`config.mk`:
```
export PLATFORM = sky130hd
export DESIGN_NAME = sound_latch_flat
export DESIGN_NICKNAME = d
export VERILOG_FILES = /design/src/rtl/prehisle_pkg.sv /design/src/rtl/sound_latch_if.sv /design/src/rtl/edge_detect.sv /design/src/rtl/sound_latch.sv /design/src/flat_wrapper.sv
export SDC_FILE = /design/constraint.sdc
export NUM_CORES = 1
export LEC_CHECK = 0
export BUFFER_PORTS_ARGS = -buffer_cell sky130_fd_sc_hd__buf_4
export CORE_MARGIN = 3
export CORE_UTILIZATION = 40
export CTS_CLUSTER_DIAMETER = 100
export DETAILED_ROUTE_END_ITERATION = 7
export PLACE_DENSITY_LB_ADDON = 0.2
export SLEW_MARGIN = 0
export SYNTH_ARGS = -nofsm -noshare
export SYNTH_HDL_FRONTEND = slang
export SYNTH_HIERARCHICAL = 1
export SYNTH_SLANG_ARGS = --single-unit
```
`constraint.sdc`:
```
create_clock -name clk -period 1.4 [get_ports clk]
set_input_delay 0.28 -clock clk [delete_from_list [all_inputs] [get_ports clk]]
set_output_delay 0.28 -clock clk [all_outputs]
set_load 0.02 [all_outputs]
```
`src/rtl/prehisle_pkg.sv`:
```
// Shared types and widths for the main-CPU to sound-CPU command latch.
package prehisle_pkg;

  localparam int unsigned LATCH_DATA_W = 8;
  localparam int unsigned WAIT_CNT_W   = 4;

  typedef enum logic [1:0] {
    ST_IDLE = 2'd0,
    ST_WAIT = 2'd1,
    ST_ACK  = 2'd2
  } dtack_state_e;

endpackage

```
`src/rtl/sound_latch_if.sv`:
```
// Bus bundle between the 68000 and Z80 decode logic and the sound latch.
interface sound_latch_if;
  import prehisle_pkg::*;

  logic                    m68k_latch_cs;
  logic                    m68k_rw;
  logic                    m68k_lds_n;
  logic [LATCH_DATA_W-1:0] m68k_din;
  logic                    m68k_dtack_n;
  logic                    z80_latch_cs;
  logic                    z80_rd_n;
  logic [LATCH_DATA_W-1:0] z80_dout;
  logic                    z80_nmi_n;
  logic                    pending;
  logic                    overrun;

  modport master (
    output m68k_latch_cs, m68k_rw, m68k_lds_n, m68k_din, z80_latch_cs, z80_rd_n,
    input  m68k_dtack_n, z80_dout, z80_nmi_n, pending, overrun
  );

  modport slave (
    input  m68k_latch_cs, m68k_rw, m68k_lds_n, m68k_din, z80_latch_cs, z80_rd_n,
    output m68k_dtack_n, z80_dout, z80_nmi_n, pending, overrun
  );

endinterface

```
`src/rtl/edge_detect.sv`:
```
// One-bit registered history with rise/fall strobes; history resets to 1 so
// a level held high across reset release produces no edge.
module edge_detect (
  input  logic clk,
  input  logic reset_n,
  input  logic d,
  output logic rise,
  output logic fall
);

  logic d_q;

  always_ff @(posedge clk) begin
    if (!reset_n) d_q <= 1'b1;
    else          d_q <= d;
  end

  assign rise = d & ~d_q;
  assign fall = ~d & d_q;

endmodule

```
`src/rtl/sound_latch.sv`:
```
// 68000 -> Z80 command latch: byte capture, Z80 NMI request and 68000 DTACK.
module sound_latch
  import prehisle_pkg::*;
#(
  parameter int unsigned DTACK_WAIT = 2,
  parameter int unsigned NMI_PULSE  = 0
) (
  input  logic         clk,
  input  logic         reset_n,
  sound_latch_if.slave bus
);

  localparam int unsigned NMI_CNT_W = (NMI_PULSE > 1) ? $clog2(NMI_PULSE + 1) : 1;

  logic wr, rd;
  logic wr_rise, wr_fall, rd_rise, rd_fall, cs_rise, cs_fall;
  logic unused_edges;

  assign wr = bus.m68k_latch_cs & ~bus.m68k_rw & ~bus.m68k_lds_n;
  assign rd = bus.z80_latch_cs & ~bus.z80_rd_n;

  edge_detect u_wr_edge (.clk(clk), .reset_n(reset_n), .d(wr),
                         .rise(wr_rise), .fall(wr_fall));
  edge_detect u_rd_edge (.clk(clk), .reset_n(reset_n), .d(rd),
                         .rise(rd_rise), .fall(rd_fall));
  edge_detect u_cs_edge (.clk(clk), .reset_n(reset_n), .d(bus.m68k_latch_cs),
                         .rise(cs_rise), .fall(cs_fall));

  assign unused_edges = ^{wr_fall, rd_rise, cs_fall};

  // Latch data and status; a capture beats a read-clear in the same cycle.
  logic [LATCH_DATA_W-1:0] dout_q;
  logic                    pending_q;
  logic                    overrun_q;

  always_ff @(posedge clk) begin
    if (!reset_n) begin
      dout_q    <= '0;
      pending_q <= 1'b0;
      overrun_q <= 1'b0;
    end else if (wr_rise) begin
      dout_q    <= bus.m68k_din;
      pending_q <= 1'b1;
      if (pending_q && !rd_fall) overrun_q <= 1'b1;
    end else if (rd_fall) begin
      pending_q <= 1'b0;
    end
  end

  // NMI: level follows pending, or a reloadable N-cycle pulse per capture.
  logic [NMI_CNT_W-1:0] nmi_cnt_q;
  logic                 nmi_n_q;

  always_ff @(posedge clk) begin
    if (!reset_n) begin
      nmi_cnt_q <= '0;
      nmi_n_q   <= 1'b1;
    end else if (NMI_PULSE == 0) begin
      nmi_n_q <= ~pending_q;
    end else if (wr_rise) begin
      nmi_cnt_q <= NMI_CNT_W'(NMI_PULSE);
      nmi_n_q   <= 1'b0;
    end else begin
      if (nmi_cnt_q != '0) nmi_cnt_q <= nmi_cnt_q - NMI_CNT_W'(1);
      nmi_n_q <= (nmi_cnt_q <= NMI_CNT_W'(1));
    end
  end

  // DTACK FSM state register.
  dtack_state_e          state_q, state_d;
  logic [WAIT_CNT_W-1:0] wait_q, wait_d;
  logic                  dtack_n_q, dtack_n_d;

  always_ff @(posedge clk) begin
    if (!reset_n) begin
      state_q   <= ST_IDLE;
      wait_q    <= '0;
      dtack_n_q <= 1'b1;
    end else begin
      state_q   <= state_d;
      wait_q    <= wait_d;
      dtack_n_q <= dtack_n_d;
    end
  end

  // DTACK FSM next state; a dropped select aborts from any state.
  always_comb begin
    state_d   = state_q;
    wait_d    = wait_q;
    dtack_n_d = 1'b1;
    unique case (state_q)
      ST_IDLE: begin
        if (cs_rise) begin
          if (DTACK_WAIT == 0) begin
            state_d = ST_ACK;
          end else begin
            state_d = ST_WAIT;
            wait_d  = WAIT_CNT_W'(DTACK_WAIT - 1);
          end
        end
      end
      ST_WAIT: begin
        if (wait_q == '0) state_d = ST_ACK;
        else              wait_d  = wait_q - WAIT_CNT_W'(1);
      end
      ST_ACK: begin
        state_d = ST_ACK;
      end
      default: state_d = ST_IDLE;
    endcase
    if (!bus.m68k_latch_cs) begin
      state_d = ST_IDLE;
      wait_d  = '0;
    end
    dtack_n_d = (state_d != ST_ACK);
  end

  assign bus.z80_dout     = dout_q;
  assign bus.pending      = pending_q;
  assign bus.overrun      = overrun_q;
  assign bus.z80_nmi_n    = nmi_n_q;
  assign bus.m68k_dtack_n = dtack_n_q;

endmodule
```
`src/flat_wrapper.sv`:
```
// flat-port wrapper written by rule: the top's interface ports become plain ports
module sound_latch_flat import prehisle_pkg::*;
#(
  parameter int unsigned DTACK_WAIT = 2,
  parameter int unsigned NMI_PULSE  = 0
)
  (clk, reset_n, bus_m68k_latch_cs, bus_m68k_rw, bus_m68k_lds_n, bus_m68k_din, bus_z80_latch_cs, bus_z80_rd_n, bus_m68k_dtack_n, bus_z80_dout, bus_z80_nmi_n, bus_pending, bus_overrun);
  sound_latch_if bus_i ();
  input  logic clk;
  input  logic reset_n;
  input wire logic [$bits(bus_i.m68k_latch_cs)-1:0] bus_m68k_latch_cs;
  input wire logic [$bits(bus_i.m68k_rw)-1:0] bus_m68k_rw;
  input wire logic [$bits(bus_i.m68k_lds_n)-1:0] bus_m68k_lds_n;
  input wire logic [$bits(bus_i.m68k_din)-1:0] bus_m68k_din;
  input wire logic [$bits(bus_i.z80_latch_cs)-1:0] bus_z80_latch_cs;
  input wire logic [$bits(bus_i.z80_rd_n)-1:0] bus_z80_rd_n;
  output wire logic [$bits(bus_i.m68k_dtack_n)-1:0] bus_m68k_dtack_n;
  output wire logic [$bits(bus_i.z80_dout)-1:0] bus_z80_dout;
  output wire logic [$bits(bus_i.z80_nmi_n)-1:0] bus_z80_nmi_n;
  output wire logic [$bits(bus_i.pending)-1:0] bus_pending;
  output wire logic [$bits(bus_i.overrun)-1:0] bus_overrun;
  assign bus_i.m68k_latch_cs = bus_m68k_latch_cs;
  assign bus_i.m68k_rw = bus_m68k_rw;
  assign bus_i.m68k_lds_n = bus_m68k_lds_n;
  assign bus_i.m68k_din = bus_m68k_din;
  assign bus_i.z80_latch_cs = bus_z80_latch_cs;
  assign bus_i.z80_rd_n = bus_z80_rd_n;
  assign bus_m68k_dtack_n = bus_i.m68k_dtack_n;
  assign bus_z80_dout = bus_i.z80_dout;
  assign bus_z80_nmi_n = bus_i.z80_nmi_n;
  assign bus_pending = bus_i.pending;
  assign bus_overrun = bus_i.overrun;
  sound_latch #(.DTACK_WAIT(DTACK_WAIT), .NMI_PULSE(NMI_PULSE)) u_core (.clk(clk), .reset_n(reset_n), .bus(bus_i));
endmodule
```
== Yosys cells after proc, flatten, opt, wreduce, memory -nomap -nowiden ==
Cells that the tools add are included.

* Flip-flop bits (word level): 21
* Input bits: 15
* Logic and storage cells: 47

* Multiplexer cells: 9
* Reductions and logical operators: 9
* Bitwise gates (word level): 13
* Add/subtract/negate cells: 1
* Equality and inequality tests: 5

{| class="wikitable"
|+ Operators by type and width
! operator !! count
|-
| $mux W4 || 2
|-
| $pmux W4 S2 || 1
|-
| $not A1 Y1 || 7
|-
| $and A1 B1 Y1 || 6
|-
| $mux W2 || 3
|-
| $pmux W2 S3 || 1
|-
| $logic_not A4 Y1 || 1
|-
| $ne A2 B2 Y1 const B || 2
|-
| $reduce_and A2 Y1 || 2
|-
| $reduce_bool A2 Y1 || 2
|-
| $sub A4 B1 Y4 const B || 1
|-
| $reduce_and A3 Y1 || 1
|-
| $eq A2 B1 Y1 const B || 1
|-
| $eq A2 B2 Y1 const B || 1
|-
| $logic_not A2 Y1 || 1
|-
| $mux W1 || 2
|-
| $ne A2 B1 Y1 const B || 1
|-
| $logic_and A1 B1 Y1 || 1
|-
| $logic_not A1 Y1 || 1
|}

== Logic depth before layout (Yosys ltp) ==
* Word-level depth: 7
* Gate-level depth with buffers: 5
* Depth with buffers taken out: 5

== Cells and area by module ==
Netlist, hierarchy kept.

{| class="wikitable"
|+ Modules (own cells, without submodules)
! module !! cells an instance !! area each (um^2) !! sequential area each (um^2) !! instances
|-
| sound_latch || 71 || 750.7 || 360.3 || 1
|-
| edge_detect || 4 || 38.8 || 20.0 || 3
|}

== Least setup slack after synthesis ==
OpenSTA, ideal clock, no wires.

* Path kind: register to register
* Start: reg u_core.wait_q[0]
* End: reg u_core.wait_q[1]
* Stages on the path, launching flop included: 6
* Period minus slack after synthesis: 1.442 ns
* Setup time: 0.070 ns
* Data arrival time: 1.372 ns
* Buffers on the path: 0
* Slack: -0.042 ns
* Cells stage by stage: dfxtp_1 -> inv_1 -> ha_1 -> nor4bb_4 -> or4b_1 -> a21oi_1

* Cells in the longest elaborated chain, start to end: 3
* Elaborated cells on any way between the ends: 6

{| class="wikitable"
|+ Ends and longest elaborated chain
! what !! line !! source
|-
| from (decl) || sound_latch.sv:71 || <nowiki>logic [WAIT_CNT_W-1:0] wait_q, wait_d;</nowiki>
|-
| from (signal assigned) || sound_latch.sv:81 || <nowiki>wait_q <= wait_d;</nowiki>
|-
| $sub A4 B1 Y4 or $logic_not A4 Y1 (tied branches) || sound_latch.sv:104, sound_latch.sv:103 ||
|-
| $mux W4 or $ne A2 B2 Y1 (tied branches) || -- ||
|-
| $pmux W4 S2 or $reduce_and A3 Y1 (tied branches) || -- ||
|}

Parallel ways exist; a longest one is shown, timed or not. The select of a mux whose other input is x is not followed.
A chain may end at the register's enable or synchronous reset.

== Final worst setup path ==
Same ends and word-level chain as after synthesis.

==> impl_metrics.py <==
metrics = {
    "min_path": {
        "min_path_cells": 2,
        "hold_path.class": "in -> reg",
        "hp-start": "bus_m68k_latch_cs",
        "whs_endpoint": "u_core/u_cs_edge/d_q",
    },
    "sta": {
        "layout_setup_ws_ns": -0.03589,
        "period_minus_slack_ns": 1.436,
        "finClkSkew_ns": 0.002463,
        "tns_ns": -0.05037,
        "drv_slew": 0,
        "rsz0062_at_grt": "yes",
        "timing.fmax_ghz": 0.6964,
        "post-route-period-util": 1.026,
        "maxSlewHeadroom": 0.7061,
        "worstMarginPinSlew_ns": 0.4400,
        "hold_viol": 0,
        "setup_violations": 2,
    },
    "power": {
        "max-vdd-ir-drop_mv": 0.5491,
        "switchingPower_uw": 226.6,
        "combPwrFrac": 0.112,
        "powerDensity_nw_per_um2": 859.2,
        "seq_power_share": 0.611,
        "clockPowerShare": 0.277,
        "leakage_nw": 0.4776,
        "swShare": 0.2240,
        "internal_power_uw": 784.9,
    },
    "drt": {
        "drt_iter0_markers": 4,
        "wire_per_inst_um": 11.78,
        "drc_errors": 0,
        "vias": 660,
        "detail-route-antenna-nets": 0,
        "viasPerCell": 4.648,
        "wirelength_um": 1673,
        "dr.pass1.iters": 2,
    },
    "setup_path": {
        "timing.rr.end": "u_core/wait_q[1]",
        "critPathKind": "reg -> reg",
        "reg2reg_from": "u_core/wait_q[0]",
        "reg2reg_slack_ns": -0.04,
        "start_kind": "flip-flop",
        "crit_path_max_fanout": 3,
        "required_ns": 1.63,
        "worstRegToRegCells": 5,
        "end_kind": "flip-flop",
        "critical_path_arrival_ns": 1.67,
    },
    "layout": {
        "n_antenna_cell": 0,
        "drive_above_1_share": 0.4348,
        "fillCellCount": 162,
        "nNetsFinal": 132,
        "syn2layout_area_growth_pct": 38.79,
        "final_cell_count_no_fill": 142,
        "finish.utilization": 0.5941,
    },
    "run": {
        "maxCapViolCount": 0,
    },
    "logic_synthesis": {
        "syn-cell-area_sq_um": 848.3,
        "synth_warnings": 6,
        "syn-num-nets": 96,
        "syn_avg_cell_area_sq_um": 10.60,
        "syn-instance-count": 80,
    },
    "clock_tree": {
        "ctsRootBufferMaster": "clkbuf_4",
        "htreeDepth": 1,
        "cts_buffer_depth": 2,
        "path_clk_slew_ns": 0.11,
        "cts_tree": "done",
        "clock_sinks": 21,
        "insertion_delay_ns": 0.29,
        "cts_made_buffers": 3,
    },
    "placed_design": {
        "port_buffers": 26,
        "dp_cells": 135,
        "hpwl_um": 1237,
        "gp_congestion": 0.8344,
    },
    "grt": {
        "grt_max_degree": 16,
        "grt_usage": 0.1534,
        "grt_pass1_wl_um": 3070,
        "grt_pass1_vias": 658,
        "grt_overflow": 0,
        "antenna_found_initial": 0,
    },
    "floorplanning": {
        "die-area_sq_um": 2709,
        "io_pins": 27,
        "fp.dieW_um": 52.05,
        "initial_core_util": 0.4280,
        "rows": 16,
        "core_sq_um": 1982,
        "die_height_um": 52.05,
    },
    "status": {
        "violations": "negative setup slack",
        "status": "complete, but fails checks",
    },
}
registers in the layout (all words and copies together), names as in the netlist:
name                     count
u_core/bus.m68k_dtack_n      1
u_core/bus.overrun           1
u_core/bus.pending           1
u_core/bus.z80_dout          8
u_core/bus.z80_nmi_n         1
u_core/state_q               2
u_core/u_cs_edge/d_q         1
u_core/u_rd_edge/d_q         1
u_core/u_wr_edge/d_q         1
u_core/wait_q                4
power groups by stage:
| stage | sequential [mW] | clock [mW] | combinational, mW |
|---|---|---|---|
| floorplan | 0.638 | 0 | 0.0441 |
| global placement | 0.630 | 0 | 0.102 |
| detailed placement | 0.631 | 0 | 0.105 |
| CTS | 0.618 | 0.299 | 0.109 |
| global route | 0.620 | 0.318 | 0.125 |
| finish | 0.618 | 0.280 | 0.113 |
metrics by stage:
step | worst slack [ns] | hold WS, ns | cell area (sq um) | total power [mW]
2_1_floorplan | 0.02296 | 0.3530 | 852.1 | 0.6820
3_3_place_gp | 0.02503 | 0.3840 | 1102 | 0.7323
3_5_place_dp | -0.07812 | 0.3848 | 1102 | 0.7365
4_1_cts | -0.07116 | 0.1776 | 1156 | 1.027
5_1_grt | -0.1100 | 0.1871 | 1177 | 1.063
6_report | -0.03589 | 0.1875 | 1177 | 1.012
repair_timing:
action                                 CTS  global route
setup buffers                            2             1
endpoints found under the hold margin    0             0
setup endpoints to repair                3             5
pin swaps                                4             6
hold buffers                             0             0
gates resized for setup                  4             5
cells in the final DEF (no fill, tap or decap), types with 2 or more instances in the layout:
cell type  count
nor3_1         2
buf_4         33
nor2b_1       17
clkbuf_4       3
nand4b_1       2
inv_2          2
nand2b_1       3
mux2i_1        8
nand2_1        2
o21bai_1       2
o21ai_0        2
dfxtp_1       19
a21oi_1        3
dfxtp_2        2
final cells by class:
type	count	area, sq um	area share
clock buffer	3	22.52	0.01913
sequential	21	422.9	0.3592
multi-input combinational	55	437.9	0.3719
clock inverter	1	5.005	0.004251
tap	27	33.78	0.02869
inverter	2	7.507	0.006376
timing repair buffer	33	247.7	0.2104
critical path, cell delays in order (launching register included):
cell and delay (ns):
dfxtp_2 0.35, inv_2 0.05, ha_4 0.16, nor4bb_4 0.17, or4b_4 0.50, a21oi_2 0.14
metal layers:
metal	routed length, um	global-route usage	up-vias
met1	726	0.1968	298
met4	10	0.07860	0
li1	-	-	347
met2	851	0.2406	13
met3	85	0.03152	2
met5	0	0	-
worst max-delay path by stage:
stage / from / to / slack (ns) / depth (start not counted)
3_5_place_dp: u_core/wait_q[0] / u_core/wait_q[1] / -0.08 / 5
5_1_grt: u_core/wait_q[0] / u_core/wait_q[0] / -0.11 / 6
3_3_place_gp: u_core/wait_q[0] / u_core/wait_q[1] / 0.03 / 5
4_1_cts: u_core/wait_q[0] / u_core/wait_q[1] / -0.07 / 5
2_1_floorplan: u_core/wait_q[1] / u_core/wait_q[1] / 0.02 / 5
6_report: u_core/wait_q[0] / u_core/wait_q[1] / -0.04 / 5
Note: power is estimated with default switching activity, not from simulation.
